$ cat config.mk
export PLATFORM = sky130hd
export DESIGN_NAME = warp_scheduler
export DESIGN_NICKNAME = d
export VERILOG_FILES = /design/src/rtl/gpu_sched_pkg.sv /design/src/rtl/warp_scheduler_rr_picker.sv /design/src/rtl/warp_scheduler.sv
export SDC_FILE = /design/constraint.sdc
export NUM_CORES = 1
export LEC_CHECK = 0
export CAP_MARGIN = 0
export CORE_ASPECT_RATIO = 0.6
export CORE_MARGIN = 1.5
export CORE_UTILIZATION = 45
export DETAILED_ROUTE_END_ITERATION = 6
export HOLD_SLACK_MARGIN = 0.1
export PLACE_DENSITY = 0.67
export SLEW_MARGIN = 20
export SYNTH_ARGS = -nofsm -noshare
export SYNTH_HDL_FRONTEND = slang
export SYNTH_SLANG_ARGS = --single-unit
$ cat constraint.sdc
create_clock -name clk -period 3.1 [get_ports clk]
set_input_delay 0.62 -clock clk [delete_from_list [all_inputs] [get_ports clk]]
set_output_delay 0.62 -clock clk [all_outputs]
set_load 0.01 [all_outputs]
$ cat src/rtl/gpu_sched_pkg.sv
// rtl/gpu_sched_pkg.sv - shared warp scheduler types and retire-cause decoding
package gpu_sched_pkg;

  typedef enum logic [2:0] {
    W_IDLE    = 3'd0,
    W_READY   = 3'd1,
    W_ISSUED  = 3'd2,
    W_STALLED = 3'd3,
    W_DONE    = 3'd4
  } warp_state_t;

  typedef enum logic [1:0] {
    RC_NEXT = 2'd0,
    RC_MEM  = 2'd1,
    RC_RET  = 2'd2
  } retire_cause_t;

  // RET outranks a memory wait: a returning warp never needs to be woken again
  function automatic retire_cause_t retire_cause(input logic ret, input logic mem_wait);
    if (ret) return RC_RET;
    if (mem_wait) return RC_MEM;
    return RC_NEXT;
  endfunction

endpackage

$ cat src/rtl/warp_scheduler_rr_picker.sv
// rtl/warp_scheduler_rr_picker.sv - combinational round-robin pick of the first ready warp at or after rr_ptr
module rr_picker #(
  parameter int NUM_WARPS = 4,
  localparam int WID_BITS = $clog2(NUM_WARPS)
) (
  input  logic [NUM_WARPS-1:0] ready_mask,
  input  logic [WID_BITS-1:0]  rr_ptr,
  output logic                 found,
  output logic [WID_BITS-1:0]  warp_id
);

  logic [WID_BITS-1:0] idx;

  // Scan farthest-first so the nearest ready warp is the last write
  always_comb begin
    found   = 1'b0;
    warp_id = '0;
    idx     = '0;
    for (int i = NUM_WARPS - 1; i >= 0; i--) begin
      idx = rr_ptr + WID_BITS'(i);
      if (ready_mask[idx]) begin
        found   = 1'b1;
        warp_id = idx;
      end
    end
  end

endmodule

$ cat src/rtl/warp_scheduler.sv
// rtl/warp_scheduler.sv - per-core warp lifecycle tracking, round-robin issue, memory stall and completion
module warp_scheduler
  import gpu_sched_pkg::*;
#(
  parameter int NUM_WARPS = 4,
  parameter int PC_BITS   = 8,
  localparam int WID_BITS = $clog2(NUM_WARPS)
) (
  input  logic                clk,
  input  logic                reset,
  input  logic                start,
  input  logic [WID_BITS:0]   warp_count,
  output logic                issue_valid,
  input  logic                issue_ready,
  output logic [WID_BITS-1:0] issue_warp_id,
  output logic [PC_BITS-1:0]  issue_pc,
  input  logic                retire_valid,
  input  logic [WID_BITS-1:0] retire_warp_id,
  input  logic [PC_BITS-1:0]  retire_next_pc,
  input  logic                retire_ret,
  input  logic                retire_mem_wait,
  input  logic                mem_done_valid,
  input  logic [WID_BITS-1:0] mem_done_warp_id,
  output logic                done,
  output logic                protocol_err
);

  warp_state_t         state_q [NUM_WARPS];
  warp_state_t         state_d [NUM_WARPS];
  logic [PC_BITS-1:0]  pc_q    [NUM_WARPS];
  logic [PC_BITS-1:0]  pc_d    [NUM_WARPS];
  logic [WID_BITS-1:0] rr_ptr_q, rr_ptr_d;
  logic                issue_valid_q, issue_valid_d;
  logic [WID_BITS-1:0] issue_warp_id_q, issue_warp_id_d;
  logic [PC_BITS-1:0]  issue_pc_q, issue_pc_d;
  logic                done_q, done_d;
  logic                err_q, err_d;

  logic [NUM_WARPS-1:0] ready_mask;
  logic                 all_idle, all_done;
  logic [WID_BITS:0]    launch_count;
  logic                 pick_found;
  logic [WID_BITS-1:0]  pick_id;

  always_comb begin
    ready_mask = '0;
    all_idle   = 1'b1;
    all_done   = 1'b1;
    for (int i = 0; i < NUM_WARPS; i++) begin
      ready_mask[i] = (state_q[i] == W_READY);
      all_idle      = all_idle && (state_q[i] == W_IDLE);
      all_done      = all_done && (state_q[i] == W_DONE);
    end
  end

  assign launch_count = (warp_count > (WID_BITS+1)'(NUM_WARPS)) ? (WID_BITS+1)'(NUM_WARPS) : warp_count;

  rr_picker #(.NUM_WARPS(NUM_WARPS)) u_picker (
    .ready_mask (ready_mask),
    .rr_ptr     (rr_ptr_q),
    .found      (pick_found),
    .warp_id    (pick_id)
  );

  always_comb begin
    state_d         = state_q;
    pc_d            = pc_q;
    rr_ptr_d        = rr_ptr_q;
    issue_valid_d   = issue_valid_q;
    issue_warp_id_d = issue_warp_id_q;
    issue_pc_d      = issue_pc_q;
    err_d           = err_q;
    done_d          = done_q || all_done;

    if (start && all_idle) begin
      for (int i = 0; i < NUM_WARPS; i++) begin
        state_d[i] = ((WID_BITS+1)'(i) < launch_count) ? W_READY : W_DONE;
        pc_d[i]    = '0;
      end
    end

    // Selection only when the slot is empty, giving one bubble after every accept
    if (issue_valid_q && issue_ready) begin
      state_d[issue_warp_id_q] = W_ISSUED;
      rr_ptr_d                 = issue_warp_id_q + WID_BITS'(1);
      issue_valid_d            = 1'b0;
    end else if (!issue_valid_q && !done_q && pick_found) begin
      issue_valid_d   = 1'b1;
      issue_warp_id_d = pick_id;
      issue_pc_d      = pc_q[pick_id];
    end

    if (retire_valid) begin
      if (state_q[retire_warp_id] == W_ISSUED) begin
        case (retire_cause(retire_ret, retire_mem_wait))
          RC_RET: state_d[retire_warp_id] = W_DONE;
          RC_MEM: begin
            state_d[retire_warp_id] = W_STALLED;
            pc_d[retire_warp_id]    = retire_next_pc;
          end
          default: begin
            state_d[retire_warp_id] = W_READY;
            pc_d[retire_warp_id]    = retire_next_pc;
          end
        endcase
      end else begin
        err_d = 1'b1;
      end
    end

    if (mem_done_valid) begin
      if (retire_valid && (retire_warp_id == mem_done_warp_id)) begin
        err_d = 1'b1;
      end else if (state_q[mem_done_warp_id] == W_STALLED) begin
        state_d[mem_done_warp_id] = W_READY;
      end else begin
        err_d = 1'b1;
      end
    end
  end

  always_ff @(posedge clk) begin
    if (!reset) begin
      for (int i = 0; i < NUM_WARPS; i++) begin
        state_q[i] <= W_IDLE;
        pc_q[i]    <= '0;
      end
      rr_ptr_q        <= '0;
      issue_valid_q   <= 1'b0;
      issue_warp_id_q <= '0;
      issue_pc_q      <= '0;
      done_q          <= 1'b0;
      err_q           <= 1'b0;
    end else begin
      state_q         <= state_d;
      pc_q            <= pc_d;
      rr_ptr_q        <= rr_ptr_d;
      issue_valid_q   <= issue_valid_d;
      issue_warp_id_q <= issue_warp_id_d;
      issue_pc_q      <= issue_pc_d;
      done_q          <= done_d;
      err_q           <= err_d;
    end
  end

  assign issue_valid   = issue_valid_q;
  assign issue_warp_id = issue_warp_id_q;
  assign issue_pc      = issue_pc_q;
  assign done          = done_q;
  assign protocol_err  = err_q;

endmodule

# After elaboration in Yosys (flattened, before gate mapping)
# Cells that the tools add are included.
[totals] n_memories=0 latchBits=0 mem_bits_rw=0 ff_bits=59 inputBits=23 elab_cells=160 output_inout_bits=13 mem_bits_ro=0
[classes] n_mul=0 div=0 order_cmp=16 n_mux=69 bitwise=21 n_reduce_logical=23 shift=0 eq_ne=13 add_sub_neg=4
[op_table] cell="32-bit two-way mux" n=4
[op_table] cell="12-bit two-way mux" n=7
[op_table] cell="3-bit two-way mux" n=12
[op_table] cell="8-bit AND" n=4
[op_table] cell="32-bit bitwise mux" n=1
[op_table] cell="8-bit inverter" n=4
[op_table] cell="8-bit two-way mux" n=3
[op_table] cell="12-bit one-hot mux with 2 select lines" n=1
[op_table] cell="1-bit two-way mux" n=20
[op_table] cell="2-bit two-way mux" n=10
[op_table] cell="3-bit demux with 2-bit select" n=3
[op_table] cell="8-bit binary-select mux with 2-bit select" n=1
[op_table] cell="8-bit demux with 2-bit select" n=1
[op_table] cell="4-bit bitwise OR" n=4
[op_table] cell="1-bit logical AND" n=14
[op_table] cell="3-bit binary-select mux with 2-bit select" n=2
[op_table] cell="3-bit by 1-bit equality test with 1-bit output, second input constant" n=4
[op_table] cell="3-bit equality test, second input constant" n=4
[op_table] cell="3-bit >= comparator, second input constant" n=4
[op_table] cell="3-bit logical NOT" n=4
[op_table] cell="2-bit by 3-bit less-than comparator with 1-bit output, second input constant" n=4
[op_table] cell="2-bit inverter with 3-bit output" n=4
[op_table] cell="3-bit by 1-bit less-than comparator with 1-bit output, second input constant" n=3
[op_table] cell="1-bit binary-select mux with 2-bit select" n=4
[op_table] cell="other kinds (17)" n=24

# Logic depth before layout (Yosys ltp)
[logic_depth] ltp_word=22 ltp_mapped=7 ltp_nobuf=6

# Modules after synthesis
# A second synthesis with hierarchy kept.
[hier_totals] cells_unflattened=363 area_unflattened_um2=3007.9
[by_module_without_submodules] module="warp_scheduler" area_per_inst_um2=2930.3 instances=1 seq_area_each_um2=1181.1 cells_per_inst=350
[by_module_without_submodules] module="rr_picker" area_per_inst_um2=77.6 instances=1 seq_area_each_um2=0.0 cells_per_inst=13

# Worst setup path before layout
# OpenSTA, ideal clock, no wires.
[synth_timing] kind="input-to-reg" from="in retire_warp_id[1]" to="reg pc_q[24] (netlist name)" arrival_ns=2.097 path_buffers=1 setup_ns=0.128 required_time_ns=2.972 stages=6 slack_ns=0.875 cell_sequence="buf_2 or4b_1 nor3_2 nor2_1 a22oi_1 nor2_1"
[synth_via] elab_chain_len=9 elab_cells_between_ends=14 cone_classes="order compare (2); eq/ne (1); mux (9); bitwise (1); reduce/logical (1)"
[synth_rtl] element="from (decl)" line="warp_scheduler.sv:18" text="input logic [WID_BITS-1:0] retire_warp_id,"
[synth_rtl] element="2-bit inverter with 3-bit output (not written as such) (*)" line="warp_scheduler.sv:94, warp_scheduler.sv:99, warp_scheduler.sv:103"
[synth_rtl] element="3-bit >= comparator (not written as such) or 3-bit by 1-bit less-than comparator with 1-bit output (tied branches)" line="warp_scheduler.sv:99, warp_scheduler.sv:103"
[synth_rtl] element="1-bit logical AND (not written as such)" line="warp_scheduler.sv:99, warp_scheduler.sv:103"
[synth_rtl] element="8-bit two-way mux (not written as such)" line="warp_scheduler.sv:99, warp_scheduler.sv:103"
[synth_rtl] element="8-bit demux with 2-bit select" line="warp_scheduler.sv:99, warp_scheduler.sv:103"
[synth_rtl] element="32-bit bitwise mux" line="warp_scheduler.sv:99, warp_scheduler.sv:103"
[synth_rtl] element="32-bit two-way mux"
[synth_rtl] element="32-bit two-way mux (*)" line="warp_scheduler.sv:94" text="if (state_q[retire_warp_id] == W_ISSUED) begin"
[synth_rtl] element="32-bit two-way mux (*)" line="warp_scheduler.sv:93" text="if (retire_valid) begin"
[synth_rtl] element="to (signal assigned)" line="warp_scheduler.sv:136" text="pc_q <= pc_d;"
[synth_rtl] element="to (decl)" line="warp_scheduler.sv:30" text="logic [PC_BITS-1:0] pc_q [NUM_WARPS];"
# Mark *: on every way between the ends. The rest lies on a longest branch, timed or not. The select of a mux whose other input is x is not followed.
# A chain may end at the register's enable or synchronous reset.

# Worst setup path after layout
[layout_timing] from="reg rr_ptr_q[1]" to="reg issue_pc_q[4] (netlist: issue_pc[4])"
[layout_via] elab_chain_len=11 elab_cells_between_ends=25 cone_classes="add/sub (3); mux (19); bitwise (1); reduce/logical (2)"
[layout_rtl] element="from (decl)" line="warp_scheduler.sv:32" text="logic [WID_BITS-1:0] rr_ptr_q, rr_ptr_d;"
[layout_rtl] element="from (signal assigned)" line="warp_scheduler.sv:137" text="rr_ptr_q <= rr_ptr_d;"
[layout_rtl] element="2-bit adder" line="warp_scheduler_rr_picker.sv:20" text="idx = rr_ptr + WID_BITS'(i);"
[layout_rtl] element="1-bit binary-select mux with 2-bit select" line="warp_scheduler_rr_picker.sv:21" text="if (ready_mask[idx]) begin"
[layout_rtl] element="1-bit two-way mux (not written as such)" line="warp_scheduler_rr_picker.sv:21"
[layout_rtl] element="2-bit two-way mux (4 in series)" line="warp_scheduler_rr_picker.sv:21"
[layout_rtl] element="2-bit inverter with 3-bit output (not written as such)" line="warp_scheduler.sv:90" text="issue_pc_d = pc_q[pick_id];"
[layout_rtl] element="8-bit binary-select mux with 2-bit select" line="warp_scheduler.sv:90"
[layout_rtl] element="8-bit two-way mux (not written as such) (2 in series)" line="warp_scheduler.sv:90"
[layout_rtl] element="to (signal assigned)" line="warp_scheduler.sv:140" text="issue_pc_q <= issue_pc_d;"
[layout_rtl] element="to (decl)" line="warp_scheduler.sv:35" text="logic [PC_BITS-1:0] issue_pc_q, issue_pc_d;"
# Parallel ways exist; a longest one is shown, timed or not. The select of a mux whose other input is x is not followed.

==> run_results.csv <==
group,metric,value,unit
clocking,worst_case_clock_buffer_depth,2,
die,floorplan.initialDensity,48.1,%
yosys,mappedNetlistArea,0.00303,mm^2
worst_setup_path,cp.arrival,2.64,ns
detailed_routing,routed_length_per_instance,19.6,um
detailed_routing,dr.first_iter.drc_count,320,
yosys,synth.yosys.seq_area_share,39.0,%
pwr,intPower,0.00157,W
die,die_height,66.6,um
global_routing,antenna_found_initial,0,
timing,layout_min_cycle_time,2.39,ns
global_routing,first_global_vias,2642,
worst_setup_path,timing.critical_path.required,3.35,ns
die,io-pin-count,36,
pwr,net-switching-power,0.00102,W
die,fp.coreArea,0.00630,mm^2
timing,setup_tns,0,ns
clocking,cts.htree.levels,3,
pwr,power.share.combinational,36.0,%
finish,mostFrequentLayoutCell,"sky130_fd_sc_hd__dfxtp_1",
place,dpl_cell_area,0.00347,mm^2
detailed_routing,antenna_left,0,
pwr,switching_share,39.3,%
timing,max_clock_freq,0.419,GHz
worst_setup_path,critPathLaunchType,"flop",
timing,setup_viol_count_final,0,
timing,rsz_0062_raised_after_global_routing,"false",
yosys,yosysWarnings,0,
pwr,power.sequential.fraction,35.9,%
clocking,postCtsHoldBufs,0,
finish,fin_area,0.00368,mm^2
yosys,synth_enable_flop_cells,0,
timing,period_share,77.0,%
clocking,post_cts.resized_instances,0,
place,port_buffers,35,
pwr,power.density,705,mW/mm^2
clocking,clock_latency_late_sink,0.36,ns
worst_setup_path,critical_path.max_fanout,9,
timing,least_margin_pin_slew,0.713,ns
global_routing,track_usage,27.9,%
worst_setup_path,timing_worst_setup_path_type,"reg -> reg",
worst_setup_path,path_cells,"nor4bb_1 > o211ai_2 > nand2_4 > mux2_2 > a221o_1",
pwr,p_total,0.00259,W
timing,final-max-slew-violation-count,0,
finish,antennaDiodeCount,0,
yosys,syn_area_per_cell,8.68,um^2
finish,finish.net_count,413,
detailed_routing,post-route-drc-count,0,
outcome,outcome,"finished, final reports clean",
die,std_cell_rows,22,
place,routabilityCongestion,0.927,
yosys,synth_ff_type,"sky130_fd_sc_hd__dfxtp_1",
worst_setup_path,worstSetupEndpointType,"flop",
finish,layout-drive-gt1-share,14.1,%
pwr,clockPowerShare,28.1,%
worst_hold_path,worstHoldPathType,"reg -> reg",
flow_run,drv_cap,0,
timing,final-hold-violation-count,0,
pwr,power_leakage,1.23,nW
clocking,cts_tree,"yes",
clocking,clkSlewWorstSetupHoldPaths,0.07,ns
clocking,cts_made_buffers,9,
timing,worst_clock_skew,0.00712,ns
global_routing,grt_pass1_wl,14.6,mm
yosys,synth_fp_nets,376,
clocking,post_cts_buffers,0,
global_routing,largest_net_degree_at_the_start_of_global_routing,44,
detailed_routing,first_pass_iters,5,
pwr,ir_worst_vdd,0.000617,V
die,design.die.area,0.00725,mm^2
detailed_routing,post_drt_via_cell_ratio,6.23,
worst_setup_path,slowest_stage,"sky130_fd_sc_hd__nor4bb_1",
worst_setup_path,maximum_single_stage_delay_on_the_critical_path,0.58,ns
global_routing,grt_overflow_total,0,
yosys,ys_ff_latch,59,
yosys,ys_types,63,
clocking,clk_root_buffer_cell,"sky130_fd_sc_hd__clkbuf_8",
yosys,synth_async_sr_flop_share,0,%
die,die_x,109,um
detailed_routing,num_vias,2958,
finish,layout_common_cells,"59 x sky130_fd_sc_hd__dfxtp_1, 35 x sky130_fd_sc_hd__clkdlybuf4s50_1, 33 x sky130_fd_sc_hd__nor2_1, 32 x sky130_fd_sc_hd__nand3_1, 28 x sky130_fd_sc_hd__a21oi_1",
place,dpl.hpwl,6.69,mm
finish,area_growth,21.4,%
timing,worst_slew_margin_rel,52.3,%
detailed_routing,total_routed_length,9.29,mm
clocking,clkSinkCount,59,
yosys,postSynthCellCount,349,
==> through the flow <==
stage | hold WS, ns | utilization, % | setup slack (ns) | cells
after floorplan | 0.444 | - | 0.875 | 349
after global placement | 0.450 | 55.1 | 0.563 | 459
after detailed placement | 0.460 | 55.1 | 0.539 | 459
after CTS | 0.470 | 58.3 | 0.734 | 475
after global routing | 0.489 | 58.3 | 0.603 | 475
final | 0.471 | 58.3 | 0.713 | 475
==> power groups by stage <==
stage / clock network, W / registers (W) / logic, W
4_1_cts: 0.000741 / 0.000922 / 0.000917
5_1_grt: 0.000775 / 0.000936 / 0.00101
2_1_floorplan: 0 / 0.000892 / 0.000671
3_3_place_gp: 0 / 0.000936 / 0.000908
3_5_place_dp: 0 / 0.000938 / 0.000915
6_report: 0.000728 / 0.000931 / 0.000932
==> registers in the layout, indices dropped and copies added (netlist names) <==
signal,cells
pc_q,32
state_q,12
issue_pc,8
issue_warp_id,2
rr_ptr_q,2
done,1
issue_valid,1
protocol_err,1
==> routing by layer <==
| layer | up-vias | global-route usage [%] | share of wire (%) | wire, um |
|---|---|---|---|---|
| li1 | 1387 | - | - | - |
| met1 | 1393 | 40.7 | 47 | 4360 |
| met2 | 169 | 36.2 | 39 | 3590 |
| met3 | 9 | 11.4 | 14 | 1270 |
| met4 | 0 | 8.55 | 0.75 | 70 |
| met5 | - | 0 | 0 | 0 |
==> synthesized netlist by cell type (3+ instances only) <==
library cell / n / area (um^2)
sky130_fd_sc_hd__or2_2: 3 / 18.8
sky130_fd_sc_hd__clkbuf_1: 11 / 41.3
sky130_fd_sc_hd__a21oi_1: 28 / 140
sky130_fd_sc_hd__nand2b_1: 4 / 25.0
sky130_fd_sc_hd__a22oi_1: 16 / 120
sky130_fd_sc_hd__and2_1: 3 / 18.8
sky130_fd_sc_hd__inv_1: 7 / 26.3
sky130_fd_sc_hd__nand2_1: 23 / 86.3
sky130_fd_sc_hd__dfxtp_1: 59 / 1180
sky130_fd_sc_hd__a221o_1: 8 / 80.1
sky130_fd_sc_hd__or3b_2: 3 / 26.3
sky130_fd_sc_hd__nor2_1: 33 / 124
sky130_fd_sc_hd__a211oi_1: 12 / 90.1
sky130_fd_sc_hd__nor3b_4: 3 / 56.3
sky130_fd_sc_hd__nor3_1: 9 / 45.0
sky130_fd_sc_hd__mux2_2: 7 / 78.8
sky130_fd_sc_hd__ha_1: 4 / 50.1
sky130_fd_sc_hd__nor2b_1: 3 / 18.8
sky130_fd_sc_hd__nor4_1: 4 / 25.0
sky130_fd_sc_hd__o21ai_0: 17 / 85.1
sky130_fd_sc_hd__nand3_1: 32 / 160
sky130_fd_sc_hd__o221ai_1: 3 / 26.3
sky130_fd_sc_hd__a31oi_1: 6 / 37.5
sky130_fd_sc_hd__buf_2: 4 / 20.0
==> final timing paths <==
path                             from                       end  slack, ns  depth (start not counted)
max          rr_ptr_q[1]$_SDFFE_PN0P_  issue_pc[4]$_SDFFE_PN0P_       0.71                          5
min                pc_q[3]$_SDFF_PN0_        pc_q[3]$_SDFF_PN0_       0.47                          2
max reg2reg  rr_ptr_q[1]$_SDFFE_PN0P_  issue_pc[4]$_SDFFE_PN0P_       0.71                          5
min reg2reg        pc_q[3]$_SDFF_PN0_        pc_q[3]$_SDFF_PN0_       0.47                          2
==> worst max-delay path: cells and delay by family, from the launching register on <==
kind / cells / cell delay [ns]
mux: 1 / 0.38
compound gates: 2 / 0.61
flops: 1 / 0.48
simple gates: 2 / 0.82
==> cells by family (layout without fill, tap and decap cells) <==
logic type	after synthesis	count (layout)	share of synthesized area [%]
AND/OR/NAND/NOR	140	140	25.6
multiplexers	11	11	4.92
XOR/XNOR	2	2	0.578
adder cells (fa/ha/maj)	4	4	1.65
flip-flops	59	59	39.0
AO/OA/AOI/OAI	106	106	24.5
buffers and inverters	27	69	3.80
==> layout make-up <==
class | count | area [um^2]
tap | 84 | 105
multi-input combinational | 263 | 1730
inverter | 8 | 30.0
clock inverter | 6 | 63.8
sequential | 59 | 1180
clock buffer | 10 | 138
fill | 585 | 2630
timing repair buffer | 45 | 425
Note: power is estimated with default switching activity, not from simulation.
